$ cat src/rtl/ccip_mmio_csr_block_if.sv
`default_nettype none
// ============================================================================
// Module      : ccip_mmio_csr_block_if
// Description : MMIO subset of the CCI-P boundary seen by the CSR block.
//               c0_* carries MMIO requests from the platform: read valid,
//               write valid, header address/length/tid and write data.
//               c2_* carries MMIO read responses: valid, tid and data.
//               The master modport is the platform side that issues
//               requests. The slave modport is the CSR block that answers.
// Revision    : 1.0 - initial release
// ============================================================================
interface ccip_mmio_csr_block_if;
    // Rx c0 : MMIO request (header address is in DWORDs)
    logic        c0_mmio_rd_valid;
    logic        c0_mmio_wr_valid;
    logic [15:0] c0_hdr_address;
    logic [1:0]  c0_hdr_length;
    logic [8:0]  c0_hdr_tid;
    logic [63:0] c0_data;
    // Tx c2 : MMIO read response
    logic        c2_mmio_rd_valid;
    logic [8:0]  c2_hdr_tid;
    logic [63:0] c2_data;

    modport master (
        output c0_mmio_rd_valid, c0_mmio_wr_valid, c0_hdr_address,
               c0_hdr_length, c0_hdr_tid, c0_data,
        input  c2_mmio_rd_valid, c2_hdr_tid, c2_data
    );

    modport slave (
        input  c0_mmio_rd_valid, c0_mmio_wr_valid, c0_hdr_address,
               c0_hdr_length, c0_hdr_tid, c0_data,
        output c2_mmio_rd_valid, c2_hdr_tid, c2_data
    );
endinterface
`default_nettype wire

$ cat src/rtl/ccip_mmio_csr_block.sv
`default_nettype none
// ============================================================================
// Module      : ccip_mmio_csr_block
// Description : Three-stage CCI-P MMIO slave. It holds the DFH, AFU ID,
//               scratch, cycle counter, status and control CSRs, and answers
//               reads exactly three cycles after the request.
// Ports       : Clk_400         - clock (all state on its rising edge)
//               SoftReset       - synchronous active-high reset
//               ccip            - MMIO request (c0) / response (c2) bus
//               pck_cp2af_error - platform error, sets the sticky status bit
//               csr_ctrl        - registered CTRL CSR for downstream logic
// Revision    : 1.0 - initial release
// ============================================================================
module ccip_mmio_csr_block #(
    parameter logic [63:0] AFU_ID_L  = 64'h0,
    parameter logic [63:0] AFU_ID_H  = 64'h0,
    parameter logic [63:0] DFH_VALUE = 64'h1000_0000_0000_0000
) (
    input  logic                         Clk_400,
    input  logic                         SoftReset,
    ccip_mmio_csr_block_if.slave         ccip,
    input  logic                         pck_cp2af_error,
    output logic [63:0]                  csr_ctrl
);

    // CSR quadword indices (byte offset / 8)
    localparam logic [14:0] QW_DFH      = 15'd0;
    localparam logic [14:0] QW_AFU_L    = 15'd1;
    localparam logic [14:0] QW_AFU_H    = 15'd2;
    localparam logic [14:0] QW_SCRATCH0 = 15'd5;
    localparam logic [14:0] QW_SCRATCH1 = 15'd6;
    localparam logic [14:0] QW_CYCLE    = 15'd7;
    localparam logic [14:0] QW_STATUS   = 15'd8;
    localparam logic [14:0] QW_CTRL     = 15'd9;
    localparam logic [15:0] CNT_MAX     = 16'hFFFF;

    // ---------------------------------------------------------------- stage 1
    logic        r_s1_rd;
    logic        r_s1_wr;
    logic        r_s1_err;
    logic [15:0] r_s1_addr;
    logic        r_s1_len8;
    logic [8:0]  r_s1_tid;
    logic [63:0] r_s1_data;

    // The error input rides along with stage 1 so that an error and a W1C
    // write presented in the same cycle meet on the same commit edge.
    always_ff @(posedge Clk_400) begin
        if (SoftReset) begin
            r_s1_rd   <= 1'b0;
            r_s1_wr   <= 1'b0;
            r_s1_err  <= 1'b0;
            r_s1_addr <= '0;
            r_s1_len8 <= 1'b0;
            r_s1_tid  <= '0;
            r_s1_data <= '0;
        end else begin
            r_s1_rd   <= ccip.c0_mmio_rd_valid;
            r_s1_wr   <= ccip.c0_mmio_wr_valid;
            r_s1_err  <= pck_cp2af_error;
            r_s1_addr <= ccip.c0_hdr_address;
            r_s1_len8 <= (ccip.c0_hdr_length == 2'd1);
            r_s1_tid  <= ccip.c0_hdr_tid;
            r_s1_data <= ccip.c0_data;
        end
    end

    // ---------------------------------------------------------------- decode
    logic [14:0] w_qw;
    logic        w_upper;
    logic        w_misalign;
    logic        w_wr_lo;
    logic        w_wr_hi;
    logic [31:0] w_wdata_hi;

    assign w_qw       = r_s1_addr[15:1];
    assign w_upper    = r_s1_addr[0];
    assign w_misalign = r_s1_len8 & r_s1_addr[0];
    // Which 32-bit halves of the addressed quadword a write touches
    assign w_wr_lo    = r_s1_wr & ~w_misalign & (r_s1_len8 | ~w_upper);
    assign w_wr_hi    = r_s1_wr & ~w_misalign & (r_s1_len8 |  w_upper);
    // A 4 B write to the upper half carries its payload in data[31:0]
    assign w_wdata_hi = r_s1_len8 ? r_s1_data[63:32] : r_s1_data[31:0];

    function automatic logic [63:0] merge_wr(input logic [63:0] old_val,
                                             input logic        wr_lo,
                                             input logic        wr_hi,
                                             input logic [31:0] lo_val,
                                             input logic [31:0] hi_val);
        merge_wr = {wr_hi ? hi_val : old_val[63:32],
                    wr_lo ? lo_val : old_val[31:0]};
    endfunction

    // ---------------------------------------------------------------- CSRs
    logic [63:0] r_scratch0;
    logic [63:0] r_scratch1;
    logic [63:0] r_ctrl;
    logic [63:0] r_cycle;
    logic        r_err;
    logic [15:0] r_rd_cnt;
    logic [15:0] r_wr_cnt;

    logic        w_st_wr;
    logic        w_err_clr;
    logic        w_cnt_clr;

    // STATUS control bits live in the low half only
    assign w_st_wr   = w_wr_lo & (w_qw == QW_STATUS);
    assign w_err_clr = w_st_wr & r_s1_data[0];
    assign w_cnt_clr = w_st_wr & r_s1_data[1];

    always_ff @(posedge Clk_400) begin
        if (SoftReset) begin
            r_scratch0 <= '0;
            r_scratch1 <= '0;
            r_ctrl     <= '0;
            r_cycle    <= '0;
            r_err      <= 1'b0;
            r_rd_cnt   <= '0;
            r_wr_cnt   <= '0;
        end else begin
            if (w_qw == QW_SCRATCH0) begin
                r_scratch0 <= merge_wr(r_scratch0, w_wr_lo, w_wr_hi,
                                       r_s1_data[31:0], w_wdata_hi);
            end
            if (w_qw == QW_SCRATCH1) begin
                r_scratch1 <= merge_wr(r_scratch1, w_wr_lo, w_wr_hi,
                                       r_s1_data[31:0], w_wdata_hi);
            end
            if (w_qw == QW_CTRL) begin
                r_ctrl <= merge_wr(r_ctrl, w_wr_lo, w_wr_hi,
                                   r_s1_data[31:0], w_wdata_hi);
            end

            // CTRL[0] freezes the counter; natural 64-bit wrap
            if (!r_ctrl[0]) begin
                r_cycle <= r_cycle + 64'd1;
            end

            // Error set takes priority over the W1C clear
            if (r_s1_err) begin
                r_err <= 1'b1;
            end else if (w_err_clr) begin
                r_err <= 1'b0;
            end

            // Clear takes priority over the increment
            if (w_cnt_clr) begin
                r_rd_cnt <= '0;
            end else if (r_s1_rd && (r_rd_cnt != CNT_MAX)) begin
                r_rd_cnt <= r_rd_cnt + 16'd1;
            end

            if (w_cnt_clr) begin
                r_wr_cnt <= '0;
            end else if (r_s1_wr && (r_wr_cnt != CNT_MAX)) begin
                r_wr_cnt <= r_wr_cnt + 16'd1;
            end
        end
    end

    assign csr_ctrl = r_ctrl;

    // ---------------------------------------------------------------- read mux
    logic [63:0] w_qw_val;
    logic [63:0] w_rd_data;

    always_comb begin
        w_qw_val = '0;
        case (w_qw)
            QW_DFH:      w_qw_val = DFH_VALUE;
            QW_AFU_L:    w_qw_val = AFU_ID_L;
            QW_AFU_H:    w_qw_val = AFU_ID_H;
            QW_SCRATCH0: w_qw_val = r_scratch0;
            QW_SCRATCH1: w_qw_val = r_scratch1;
            QW_CYCLE:    w_qw_val = r_cycle;
            QW_STATUS:   w_qw_val = {16'h0, r_wr_cnt, r_rd_cnt, 15'h0, r_err};
            QW_CTRL:     w_qw_val = r_ctrl;
            default:     w_qw_val = '0;
        endcase
    end

    always_comb begin
        w_rd_data = '0;
        if (!w_misalign) begin
            if (r_s1_len8) begin
                w_rd_data = w_qw_val;
            end else if (w_upper) begin
                w_rd_data = {32'h0, w_qw_val[63:32]};
            end else begin
                w_rd_data = {32'h0, w_qw_val[31:0]};
            end
        end
    end

    // ---------------------------------------------------------------- stage 2/3
    logic        r_s2_vld;
    logic [8:0]  r_s2_tid;
    logic [63:0] r_s2_data;
    logic        r_s3_vld;
    logic [8:0]  r_s3_tid;
    logic [63:0] r_s3_data;

    always_ff @(posedge Clk_400) begin
        if (SoftReset) begin
            r_s2_vld  <= 1'b0;
            r_s2_tid  <= '0;
            r_s2_data <= '0;
            r_s3_vld  <= 1'b0;
            r_s3_tid  <= '0;
            r_s3_data <= '0;
        end else begin
            r_s2_vld  <= r_s1_rd;
            r_s2_tid  <= r_s1_tid;
            r_s2_data <= w_rd_data;
            r_s3_vld  <= r_s2_vld;
            r_s3_tid  <= r_s2_tid;
            r_s3_data <= r_s2_data;
        end
    end

    assign ccip.c2_mmio_rd_valid = r_s3_vld;
    assign ccip.c2_hdr_tid       = r_s3_tid;
    assign ccip.c2_data          = r_s3_data;

endmodule
`default_nettype wire

$ cat src/flat_wrapper.sv
// flat-port wrapper written by rule: the top's interface ports become plain ports
module ccip_mmio_csr_block_flat 
#(
    parameter logic [63:0] AFU_ID_L  = 64'h0,
    parameter logic [63:0] AFU_ID_H  = 64'h0,
    parameter logic [63:0] DFH_VALUE = 64'h1000_0000_0000_0000
)
  (Clk_400, SoftReset, pck_cp2af_error, csr_ctrl, ccip_c0_mmio_rd_valid, ccip_c0_mmio_wr_valid, ccip_c0_hdr_address, ccip_c0_hdr_length, ccip_c0_hdr_tid, ccip_c0_data, ccip_c2_mmio_rd_valid, ccip_c2_hdr_tid, ccip_c2_data);
  ccip_mmio_csr_block_if ccip_i ();
  input  logic Clk_400;
  input  logic SoftReset;
  input  logic pck_cp2af_error;
  output logic [63:0] csr_ctrl;
  input wire logic [$bits(ccip_i.c0_mmio_rd_valid)-1:0] ccip_c0_mmio_rd_valid;
  input wire logic [$bits(ccip_i.c0_mmio_wr_valid)-1:0] ccip_c0_mmio_wr_valid;
  input wire logic [$bits(ccip_i.c0_hdr_address)-1:0] ccip_c0_hdr_address;
  input wire logic [$bits(ccip_i.c0_hdr_length)-1:0] ccip_c0_hdr_length;
  input wire logic [$bits(ccip_i.c0_hdr_tid)-1:0] ccip_c0_hdr_tid;
  input wire logic [$bits(ccip_i.c0_data)-1:0] ccip_c0_data;
  output wire logic [$bits(ccip_i.c2_mmio_rd_valid)-1:0] ccip_c2_mmio_rd_valid;
  output wire logic [$bits(ccip_i.c2_hdr_tid)-1:0] ccip_c2_hdr_tid;
  output wire logic [$bits(ccip_i.c2_data)-1:0] ccip_c2_data;
  assign ccip_i.c0_mmio_rd_valid = ccip_c0_mmio_rd_valid;
  assign ccip_i.c0_mmio_wr_valid = ccip_c0_mmio_wr_valid;
  assign ccip_i.c0_hdr_address = ccip_c0_hdr_address;
  assign ccip_i.c0_hdr_length = ccip_c0_hdr_length;
  assign ccip_i.c0_hdr_tid = ccip_c0_hdr_tid;
  assign ccip_i.c0_data = ccip_c0_data;
  assign ccip_c2_mmio_rd_valid = ccip_i.c2_mmio_rd_valid;
  assign ccip_c2_hdr_tid = ccip_i.c2_hdr_tid;
  assign ccip_c2_data = ccip_i.c2_data;
  ccip_mmio_csr_block #(.AFU_ID_L(AFU_ID_L), .AFU_ID_H(AFU_ID_H), .DFH_VALUE(DFH_VALUE)) u_core (.Clk_400(Clk_400), .SoftReset(SoftReset), .ccip(ccip_i), .pck_cp2af_error(pck_cp2af_error), .csr_ctrl(csr_ctrl));
endmodule
$ cat config.mk
export PLATFORM = sky130hd
export DESIGN_NAME = ccip_mmio_csr_block_flat
export DESIGN_NICKNAME = d
export VERILOG_FILES = /design/src/rtl/ccip_mmio_csr_block_if.sv /design/src/rtl/ccip_mmio_csr_block.sv /design/src/flat_wrapper.sv
export SDC_FILE = /design/constraint.sdc
export NUM_CORES = 1
export LEC_CHECK = 0
export BUFFER_PORTS_ARGS = -buffer_cell sky130_fd_sc_hd__buf_4
export CAP_MARGIN = 40
export CORE_MARGIN = 5
export CORE_UTILIZATION = 58
export CTS_CLUSTER_DIAMETER = 200
export CTS_CLUSTER_SIZE = 40
export DETAILED_ROUTE_END_ITERATION = 7
export PLACE_DENSITY_LB_ADDON = 0.2
export SYNTH_ARGS = -nofsm -noshare
export SYNTH_HDL_FRONTEND = slang
export SYNTH_SLANG_ARGS = --single-unit
export TNS_END_PERCENT = 100
$ cat constraint.sdc
create_clock -name Clk_400 -period 2.8 [get_ports Clk_400]
set_input_delay 0.14 -clock Clk_400 [delete_from_list [all_inputs] [get_ports Clk_400]]
set_output_delay 0.14 -clock Clk_400 [all_outputs]
set_load 0.005 [all_outputs]
==> results.rst <==
.. list-table::
   :header-rows: 1

   * - Metric
     - Value
   * - Run status
     - complete, no violations
   * - PwrDens
     - 489 nW/um^2
   * - Sequential cell area fraction in the yosys report
     - 0.520
   * - Unique cell type count in the Yosys netlist
     - 69
   * - Clock tree root driver cell
     - sky130_fd_sc_hd__clkbuf_16
   * - Post-route clock period utilization
     - 0.927
   * - Cts bufs inserted
     - 17
   * - Final TNS setup
     - 0 ns
   * - Commonest cells in the netlist
     - 530 x sky130_fd_sc_hd__dfxtp_1, 440 x sky130_fd_sc_hd__nand2_1, 250 x sky130_fd_sc_hd__a21oi_1
   * - Wirelength per Cell
     - 21.2 um
   * - Most common cell in the netlist
     - sky130_fd_sc_hd__dfxtp_1
   * - Number of global-route vias before repair
     - 17,208
   * - Max rail drop VDD
     - 651 uV
   * - Post-synthesis cell area
     - 20,400 sq um
   * - Maximum clock frequency
     - 385 MHz
   * - Estimated wirelength of the detail-placed design
     - 43,600 um
   * - # Max-Cap Violations
     - 0
   * - Drt first pass iters
     - 7
   * - Buffer depth of the longest clock path
     - 3
   * - Detail-routed via count per cell
     - 5.96
   * - Final standard cell area without fillers
     - 24,100 sq um
   * - Share of async-settable or async-resettable flops after synthesis
     - 0
   * - Register bit count reported by yosys
     - 530
   * - Floorplan die area
     - 39,000 sq um
   * - Mean instance size in the synthesized netlist
     - 8.91 sq um
   * - Growth of design area from synthesis to finish
     - 18.3%
   * - Share of final-layout standard cells stronger than drive strength 1
     - 0.160
   * - Post-route ant nets
     - 0
   * - Start-to-end type of the worst setup path
     - flop to flop
   * - Final Hold Fails
     - 0
   * - Starting density of the core
     - 0.589
   * - RD Place Congestion
     - 0.954
   * - Number of top-level pins
     - 234
   * - Startpoint kind of the worst setup timing path
     - flop
   * - Core Region
     - 34,600 sq um
   * - Setup-violating endpoint count in the final report
     - 0
   * - Drt first-iter violations
     - 1,990
   * - Library cell occupying the most area in the post-synthesis netlist
     - sky130_fd_sc_hd__dfxtp_1
   * - Data required time of the worst path
     - 3.25 ns
   * - Setup repair after global routing missed its margin
     - no
   * - Total gr overflow
     - 0
   * - Reported leakage power
     - 8.62 nW
   * - Rel. slew slack
     - 0.342
   * - CP Data Arrival Time
     - 3.05 ns
   * - Yosys warns
     - 0
   * - H-tree level count
     - 1
   * - Filler cell count in the final layout
     - 2,716
   * - Worst Max-Slew Pin Slew
     - 0.987 ns
   * - DIE WIDTH
     - 198 um
   * - Antenna violations before repair
     - 3
   * - Y dimension of the die
     - 198 um
   * - Ranking of synthesized cells by area
     - sky130_fd_sc_hd__dfxtp_1 52%, sky130_fd_sc_hd__nand2_1 8.1%, sky130_fd_sc_hd__a21oi_1 6.1%, sky130_fd_sc_hd__nor2b_1 5.9%, sky130_fd_sc_hd__a22oi_1 3.6%
   * - Clock Skews
     - 0.0527 ns
   * - Placed cell area
     - 22,700 sq um
   * - Critical Path Sink Type
     - flop
   * - Synthesized net count
     - 2,388
   * - Hold crit path type
     - input pin to flop
   * - Area fraction of the dominant cell type after synthesis
     - 0.520
   * - Number of enable-type register cells in the synthesized netlist
     - 0
   * - Pins over their slew limit
     - 0
   * - Clock latency at the later pin of the worst-skew pair
     - 0.57 ns
   * - First-pass GRT wire length
     - 97,100 um
   * - Gate count after technology mapping
     - 2,289
   * - Maximum fanout along the worst path
     - 32
   * - Pin count of the biggest net entering global routing
     - 199
   * - Count of buffers from port buffering
     - 233
   * - Dominant synthesized flop cell
     - sky130_fd_sc_hd__dfxtp_1
   * - Overall routing resource usage
     - 0.312
   * - Clock-pin transition on the worst setup and hold timing paths
     - 0.15 ns
   * - NumNets Final
     - 2,655
   * - Drt drc
     - 0
   * - Total detailed-routing wirelength
     - 63,700 um
   * - Total via count after detailed routing
     - 17,956
   * - Final critical-path required period
     - 2.60 ns
   * - Std cell rows
     - 68
   * - Number of sinks driven by the clock tree
     - 530
   * - TritonCTS clock tree
     - yes
## per-stage QoR
stage | utilization | hold WS (ns) | setup slack [ns] | power (mW) | cells
after floorplan | - | 0.216 | 0.823 | 8.16 | 2289
after global placement | 0.655 | 0.328 | 0.360 | 8.42 | 2894
after detailed placement | 0.656 | 0.333 | 0.300 | 8.43 | 2895
after CTS | 0.696 | 0.297 | 0.243 | 11.8 | 3009
after global routing | 0.697 | 0.331 | 0.00304 | 12.1 | 3014
final | 0.697 | 0.313 | 0.204 | 11.8 | 3014
## registers in the layout, indices dropped and copies added (netlist names), 16 cells and up
register	count
u_core.r_cycle	64
u_core.r_rd_cnt	16
u_core.r_wr_cnt	16
u_core.r_s1_data	64
u_core.r_scratch0	64
u_core.ccip.c2_data	64
u_core.r_scratch1	64
u_core.r_s1_addr	16
u_core.csr_ctrl	64
u_core.r_s2_data	64
## routing by layer
layer	track usage	vias up	share of wire	wire, um
met2	0.497	922	0.45	28900
met1	0.415	8490	0.40	25200
met4	0.110	0	0.039	2470
met3	0.0815	167	0.11	7170
li1	-	8377	-	-
met5	0	-	0	0
## worst max-delay path, cell delays in order (launching register included)
cell                       delay (ns)
sky130_fd_sc_hd__dfxtp_1         0.69
sky130_fd_sc_hd__and4bb_2        0.61
sky130_fd_sc_hd__and4_1          0.37
sky130_fd_sc_hd__and2_1          0.15
sky130_fd_sc_hd__buf_4           0.39
sky130_fd_sc_hd__nand2_1         0.10
sky130_fd_sc_hd__a21oi_1         0.15
## worst paths after layout
kind                            slack (ns)                 start                      end  cells past startpoint
worst max-delay path                  0.20   u_core.r_s1_addr[1]      u_core.csr_ctrl[48]                      6
worst min-delay path                  0.31      ccip_c0_data[49]     u_core.r_s1_data[49]                      3
worst max register to register        0.20   u_core.r_s1_addr[1]      u_core.csr_ctrl[48]                      6
worst min register to register        0.44  u_core.r_s2_data[15]  u_core.ccip.c2_data[15]                      1
## cells in the final DEF (no fill, tap or decap), types with 7 or more instances in the layout
master	count
sky130_fd_sc_hd__a211oi_1	44
sky130_fd_sc_hd__a21oi_1	250
sky130_fd_sc_hd__a221o_1	13
sky130_fd_sc_hd__a22o_1	22
sky130_fd_sc_hd__a22oi_1	97
sky130_fd_sc_hd__and2_1	9
sky130_fd_sc_hd__and3_1	15
sky130_fd_sc_hd__and4_1	10
sky130_fd_sc_hd__buf_4	306
sky130_fd_sc_hd__clkbuf_16	17
sky130_fd_sc_hd__dfxtp_1	530
sky130_fd_sc_hd__dlygate4sd3_1	95
sky130_fd_sc_hd__inv_1	17
sky130_fd_sc_hd__mux2_2	43
sky130_fd_sc_hd__nand2_1	440
sky130_fd_sc_hd__nand3_1	38
sky130_fd_sc_hd__nand4_1	37
sky130_fd_sc_hd__nand4b_1	7
sky130_fd_sc_hd__nor2_1	123
sky130_fd_sc_hd__nor2b_1	192
sky130_fd_sc_hd__nor3_1	19
sky130_fd_sc_hd__nor4_1	14
sky130_fd_sc_hd__o21ai_0	48
sky130_fd_sc_hd__or3_1	16
sky130_fd_sc_hd__or4_1	8
sky130_fd_sc_hd__xnor2_1	15
sky130_fd_sc_hd__xor2_1	41
## power breakdown
group / leakage [nW] / switching (mW) / internal, mW
Clock: 0.225 / 2.25 / 1.14
Sequential: 4.30 / 0.107 / 7.63
Combinational: 4.10 / 0.348 / 0.316
Total: 8.62 / 2.70 / 9.09
## layout make-up
type	count	area, sq um	share of cell area
sequential	530	10600	0.440
multi-input combinational	1581	9050	0.375
timing repair buffer	409	3370	0.140
tap	455	569	0.0236
clock buffer	17	425	0.0176
inverter	17	63.8	0.00264
clock inverter	2	38.8	0.00161
antenna	3	7.51	0.000311
## cell families (layout without fill, tap and decap cells)
family	Yosys count	after routing	synth area share
buffers and inverters	178	445	0.0372
DFF	530	530	0.520
and+or+nand+nor	961	961	0.235
adders and majority gates	3	3	0.00184
xor gates and xnor gates	56	56	0.0240
AOI/OAI and AO/OA	515	515	0.157
other	0	3	0
muxes	46	46	0.0252
## timing repair
| item | CTS | global route |
|---|---|---|
| hold buffers | 95 | 0 |
| setup buffers | 0 | 0 |
| resized for setup | 0 | 0 |
| hold endpoints to repair | 114 | 0 |
(Power assumes the default switching activity.)
